--- src/rtl/display_scan_controller.sv ---
// Time-multiplexed 4-digit 7-segment scan controller for three BCD channels.
// Optional build macro LEADING_ZERO_BLANK_EN blanks leading zeros in the tens/hundreds slots.
module display_scan_controller #(
  parameter int SCAN_DIV    = 50000,
  parameter int DWELL_SCANS = 1000
) (
  input  logic       clk,
  input  logic       rst,
  input  logic [9:0] left_bcd,
  input  logic [9:0] middle_bcd,
  input  logic [9:0] right_bcd,
  input  logic       next_channel,
  input  logic       auto_mode,
  output logic [3:0] an_n,
  output logic [6:0] seg_n,
  output logic [1:0] channel
);
  // state        | meaning
  // DIG_UNITS    | units slot lit, an_n[0] low
  // DIG_TENS     | tens slot lit, an_n[1] low
  // DIG_HUNDREDS | hundreds slot lit, an_n[2] low
  // DIG_TAG      | channel tag slot lit, an_n[3] low; leaving it is the scan boundary
  typedef enum logic [1:0] {
    DIG_UNITS    = 2'd0,
    DIG_TENS     = 2'd1,
    DIG_HUNDREDS = 2'd2,
    DIG_TAG      = 2'd3
  } digit_t;

  localparam int PW = (SCAN_DIV > 1) ? $clog2(SCAN_DIV) : 1;
  localparam int DW = (DWELL_SCANS > 1) ? $clog2(DWELL_SCANS) : 1;
  localparam logic [PW-1:0] PRESC_LAST = PW'(SCAN_DIV - 1);
  localparam logic [DW-1:0] DWELL_LAST = DW'(DWELL_SCANS - 1);
  localparam logic [6:0] SEG_DASH  = 7'b0111111;
  localparam logic [6:0] SEG_BLANK = 7'b1111111;
`ifdef LEADING_ZERO_BLANK_EN
  localparam bit BLANK_EN = 1'b1;
`else
  localparam bit BLANK_EN = 1'b0;
`endif

  function automatic logic [6:0] seg_digit(input logic [3:0] d);
    case (d)
      4'd0:    return 7'b1000000;
      4'd1:    return 7'b1111001;
      4'd2:    return 7'b0100100;
      4'd3:    return 7'b0110000;
      4'd4:    return 7'b0011001;
      4'd5:    return 7'b0010010;
      4'd6:    return 7'b0000010;
      4'd7:    return 7'b1111000;
      4'd8:    return 7'b0000000;
      4'd9:    return 7'b0010000;
      default: return SEG_DASH;
    endcase
  endfunction

  logic [PW-1:0] presc;
  digit_t        digit;
  digit_t        digit_next;
  logic [9:0]    snapshot;
  logic          pending;
  logic [DW-1:0] dwell;
  logic          nc_prev;

  logic       slot_end, boundary, rise, advance;
  logic [1:0] chan_next;
  logic [9:0] live_bcd, shown_bcd;
  logic [6:0] seg_next;
  logic [3:0] an_next;

  always_comb begin
    slot_end   = (presc == PRESC_LAST);
    digit_next = digit_t'(digit + 2'd1);
    boundary   = slot_end && (digit == DIG_TAG);
    rise       = next_channel && !nc_prev;
    advance    = pending || (auto_mode && (dwell == DWELL_LAST));
    chan_next  = channel;
    if (advance) chan_next = (channel == 2'd2) ? 2'd0 : channel + 2'd1;
    case (chan_next)
      2'd0:    live_bcd = left_bcd;
      2'd1:    live_bcd = middle_bcd;
      default: live_bcd = right_bcd;
    endcase
    // the boundary edge shows the freshly sampled value, not the stale snapshot
    shown_bcd = boundary ? live_bcd : snapshot;
    an_next   = ~(4'b0001 << digit_next);
    case (digit_next)
      DIG_UNITS: seg_next = seg_digit(shown_bcd[3:0]);
      DIG_TENS: begin
        if (BLANK_EN && shown_bcd[9:8] == 2'd0 && shown_bcd[7:4] == 4'd0) seg_next = SEG_BLANK;
        else seg_next = seg_digit(shown_bcd[7:4]);
      end
      DIG_HUNDREDS: begin
        if (BLANK_EN && shown_bcd[9:8] == 2'd0) seg_next = SEG_BLANK;
        else if (shown_bcd[9:8] == 2'd3) seg_next = SEG_DASH;
        else seg_next = seg_digit({2'b00, shown_bcd[9:8]});
      end
      default: begin
        case (channel)
          2'd0:    seg_next = 7'b1000111;
          2'd1:    seg_next = 7'b1000110;
          default: seg_next = 7'b0101111;
        endcase
      end
    endcase
  end

  always_ff @(posedge clk or negedge rst) begin
    if (!rst) begin
      presc    <= PRESC_LAST;
      digit    <= DIG_TAG;
      an_n     <= 4'b1111;
      seg_n    <= SEG_BLANK;
      channel  <= 2'd0;
      snapshot <= '0;
      pending  <= 1'b0;
      dwell    <= '0;
      nc_prev  <= 1'b0;
    end else begin
      nc_prev <= next_channel;
      if (!auto_mode) dwell <= '0;
      if (rise) pending <= 1'b1;
      if (slot_end) begin
        presc <= '0;
        digit <= digit_next;
        an_n  <= an_next;
        seg_n <= seg_next;
        if (boundary) begin
          channel  <= chan_next;
          snapshot <= live_bcd;
          // an edge on the boundary cycle itself waits for the next boundary
          pending  <= rise;
          if (advance) dwell <= '0;
          else if (auto_mode) dwell <= dwell + 1'b1;
        end
      end else begin
        presc <= presc + 1'b1;
      end
    end
  end
endmodule

--- config.mk ---
export PLATFORM = sky130hd
export DESIGN_NAME = display_scan_controller
export DESIGN_NICKNAME = d
export VERILOG_FILES = /design/src/rtl/display_scan_controller.sv
export SDC_FILE = /design/constraint.sdc
export NUM_CORES = 1
export LEC_CHECK = 0
export ABC_AREA = 1
export BUFFER_PORTS_ARGS = -buffer_cell sky130_fd_sc_hd__buf_2
export CAP_MARGIN = 15
export CORE_MARGIN = 8
export CORE_UTILIZATION = 40
export DETAILED_ROUTE_END_ITERATION = 10
export PLACE_DENSITY = 0.59
export SYNTH_ARGS = -nofsm -noshare
export SYNTH_HDL_FRONTEND = slang
export SYNTH_SLANG_ARGS = --single-unit
--- constraint.sdc ---
create_clock -name clk -period 3.3 [get_ports clk]
set_clock_uncertainty 0.1 [all_clocks]
set_input_delay 0.33 -clock clk [delete_from_list [all_inputs] [get_ports clk]]
set_output_delay 0.33 -clock clk [all_outputs]
set_load 0.005 [all_outputs]
==> results_tabular.tex <==
\begin{tabular}{lr}
\hline
Metric & Value \\
\hline
\multicolumn{2}{l}{\textbf{Pwr}} \\
Combinational share of power & 0.040 \\
Leakage dissipation & 2.11 nW \\
Proportion of power drawn by flip-flops and latches & 0.612 \\
Cell Int Power & 817 uW \\
Proportion of total power due to net switching & 0.232 \\
Clock share of power & 0.347 \\
Power per unit of standard cell area & 261 nW/um\^{}2 \\
Worst vdd ir & 0.000161 V \\
Total power & 1.06 mW \\
Switching power & about 250 uW \\
\multicolumn{2}{l}{\textbf{Floorplan}} \\
Horizontal die dimension & between 100 and 150 um \\
Core outline area & 9060 um\^{}2 \\
Count of standard-cell rows & 35 \\
Y dimension of the die & 112 um \\
Overall die area & 12400 um\^{}2 \\
Effective utilization at floorplan & 0.402 \\
Ports placed on the boundary & 47 \\
\multicolumn{2}{l}{\textbf{Timing}} \\
Total negative setup slack & 0 ps \\
Clock period minus worst slack & 2920 ps \\
Achievable frequency & 0.342 GHz \\
Final WS setup & around 380 ps \\
Final hold viol count & 0 \\
Final max-slew violation count & 0 \\
Worst Tran Pin Value & roughly 480 ps \\
RSZ-0062 raised after global routing & no \\
Worst hold slack across all endpoints & slightly above 30 ps \\
Final period utilization & 0.886 \\
Final setup violation count & 0 \\
Max-slew headroom at the worst pin & 0.674 \\
\multicolumn{2}{l}{\textbf{Clock tree}} \\
CTS tree & yes \\
Clock Tree Buf Depth & 2 \\
Number of CTS-inserted buffers & 5 \\
Clock insertion delay at the later pin of the skew report & 310 ps \\
Clock transition at the registers of the reported paths & 100 ps \\
CTS Root Buffer Type & clkbuf\_8 \\
Clock Sinks & 53 \\
Number of H-tree levels & 2 \\
Post-CTS setup buffers & 0 \\
\multicolumn{2}{l}{\textbf{Global routing}} \\
Global route total overflow & 0 \\
Maximum number of pins on one net before global-route repair & 26 \\
Busiest metal layer after global routing & met2 \\
GR Layer Usage met1 & 0.180 \\
Initial antenna violation count & 0 \\
Global routing usage summed across all routing layers & 0.140 \\
Vias in the first global route & 3041 \\
Wire length of the first global-routing pass & between 10000 and 15000 um \\
Met3 track utilization from global routing & 0.0206 \\
GR met2 Demand/Resource & 0.239 \\
\multicolumn{2}{l}{\textbf{Finish}} \\
Total number of nets in the final design & a little under 600 \\
Ratio of cells with drive above 1 in the final layout & 0.281 \\
Area growth, synth to finish & 11.7\% \\
Count of fill cells added during filler insertion & 922 \\
Combined flip-flop and latch cell area & between 1000 and 1500 um\^{}2 \\
Post-layout instance count excluding filler cells & approximately 640 \\
Area used by multi-input combinational logic & 1910 um\^{}2 \\
Diodes inserted & 0 \\
\multicolumn{2}{l}{\textbf{Setup path}} \\
Slowest Stage Delay on Critical Path & between 500 and 600 ps \\
Crit path max fanout & 16 \\
Class of the most critical setup path & reg2reg \\
Setup slack, reg-to-reg & 380 ps \\
CP Capture Type & register \\
Setup crit start kind & register \\
CP cell instances & ha\_1, nand3\_1, nor2\_2, nand2\_4, nor2\_4, nand2\_1, inv\_1, nand3\_1, o21ai\_2, inv\_1, ha\_1, inv\_1, nand3\_1, nand2\_1, nand2\_1, nand3\_1, nand3\_1, nand2\_1, nand2\_1 \\
CP Data Arrival Time & 3070 ps \\
Critical Path RT & 3450 ps \\
Critical-path top delay cell & dfstp\_2 \\
\multicolumn{2}{l}{\textbf{Synth}} \\
Post-Synthesis Net Count & 526 \\
Most frequent cell after synthesis & nand2\_1 \\
Mapped cell area & 3650 um\^{}2 \\
Count of yosys warnings during synthesis & 0 \\
Cells taking the most area after synthesis & dfrtp\_1 (21\%), dfstp\_2 (16\%), nand2\_1 (10\%) \\
Post-synthesis simple-gate area fraction & 0.366 \\
Fraction of post-synthesis cell area in the top cell type by area & 0.213 \\
Share of the synthesized area in compound gates (AO/OA/AOI/OAI) & 0.0813 \\
Number of standard cells after synthesis & 472 \\
Proportion of synthesized area in mux cells & 0 \\
FF+latch count, synth & 53 \\
Number of enable-type register cells in the synthesized netlist & 0 \\
Dominant combinational cell family by area after synthesis & simple AND/OR/NAND/NOR gates \\
Most instantiated cells after synthesis & nand2\_1 (97), inv\_1 (70), nand3\_1 (56) \\
Adder and majority cell fraction of the synthesized area & 0.0686 \\
Fraction of synthesis flops using an asynchronous set or reset pin & 1.00 \\
Mean instance size in the synthesized netlist & 7.73 um\^{}2 \\
Sequential cell area fraction in the yosys report & 0.371 \\
Xor/xnor cell area share of the yosys netlist & 0.00720 \\
Flip-flop cell with the highest count after synthesis & dfrtp\_1 \\
Number of distinct library cells after synthesis & 39 \\
Largest area contributor in the netlist & dfrtp\_1 \\
\multicolumn{2}{l}{\textbf{Placed design}} \\
Worst slack, placed & 384 ps \\
Estimated wirelength of the detail-placed design & 6630 um \\
Number of placed instances, taps included & 626 \\
GP Congestion & between 0.8 and 0.9 \\
Count of port buffers added during placement & 46 \\
\multicolumn{2}{l}{\textbf{Flow run}} \\
Max\_cap viols & 0 \\
\multicolumn{2}{l}{\textbf{Route}} \\
First DRT Iteration DRCs & 119 \\
Antenna-violating nets left & 0 \\
Routed wire per std cell & 13.2 um \\
Aggregate routed wire length & 8400 um \\
Drt pass-1 iters & 4 \\
Vias/cell & 4.80 \\
Number of vias after detailed routing & just over 3000 \\
DRC viols & 0 \\
\multicolumn{2}{l}{\textbf{Min path}} \\
Worst hold-check path type & in2reg \\
\multicolumn{2}{l}{\textbf{Status}} \\
Status & finished, final reports clean \\
\hline
\end{tabular}
-- repair_timing --
action | in CTS | in global routing
endpoints found under the hold margin | 15 | 0
hold buffers | 1 | 0
resized for setup | 0 | 0
-- logic make-up (layout without fill, tap and decap cells) --
| kind of cell | after synthesis | count (layout) |
|---|---|---|
| compound gates | 52 | 52 |
| xor+xnor | 3 | 3 |
| fa+ha+maj | 20 | 20 |
| buf+inv | 91 | 143 |
| flops | 53 | 53 |
| simple gates | 253 | 253 |
-- cell type report --
cell class,instances,area share
clock buffer,5,0.0169
clock inverter,3,0.00430
inverter,84,0.0780
multi-input combinational,328,0.468
sequential,53,0.332
tap,111,0.0341
timing repair buffer,51,0.0663
-- critical path, delay by kind of cell, from the launching register on --
family	cells	cell delay (ps)
buffers and inverters	3	280
DFF	1	560
and+or+nand+nor	13	1340
adders and majority gates	2	400
AOI/OAI and AO/OA	1	150
-- metal layers --
| layer | up-vias | part of all wire |
|---|---|---|
| met1 | 1414 | 0.48 |
| met3 | 8 | 0.021 |
| met2 | 31 | 0.48 |
| li1 | 1598 | - |
| met4 | 0 | 0.010 |
| met5 | - | 0 |
-- worst paths after layout --
kind,start,end,cells after the start
worst min register to register,nc_prev,pending,1
min in group asynchronous,rst,dwell[6],2
max in group asynchronous,rst,seg_n[6],3
worst max register to register,presc[0],seg_n[5],19
worst min-delay path,next_channel,nc_prev,1
worst max-delay path,presc[0],seg_n[5],19
-- power by group through the flow --
| stage | registers, mW | clock network, mW | logic, mW |
|---|---|---|---|
| after detailed placement | 0.663 | 0 | 0.0432 |
| after global routing | 0.652 | 0.414 | 0.0484 |
| final | 0.651 | 0.369 | 0.0431 |
| after global placement | 0.663 | 0 | 0.0431 |
| after floorplan | 0.663 | 0 | 0.00547 |
| after CTS | 0.651 | 0.387 | 0.0443 |
-- flip-flops by register name, indices dropped and copies added (netlist names) --
name,count
presc,16
dwell,10
snapshot,10
seg_n,7
an_n,4
channel,2
digit,2
nc_prev,1
pending,1
-- stage by stage --
stage / cell area (um^2) / util
after floorplan: 3650 / -
after global placement: 3980 / 0.439
after detailed placement: 3980 / 0.439
after CTS: 4080 / 0.450
after global routing: 4080 / 0.450
final: 4080 / 0.450
-- placed cells by master, fill, tap and decap left out, drive strengths merged, types with 8 or more instances in the layout --
master and instances:
a21oi 14, nor2 41, nand3 69, ha 20
nand2 119, dfstp 22, nor3 8, buf 50
dfrtp 31, or2 9, o21ai 25, inv 82
(Power assumes the default switching activity.)
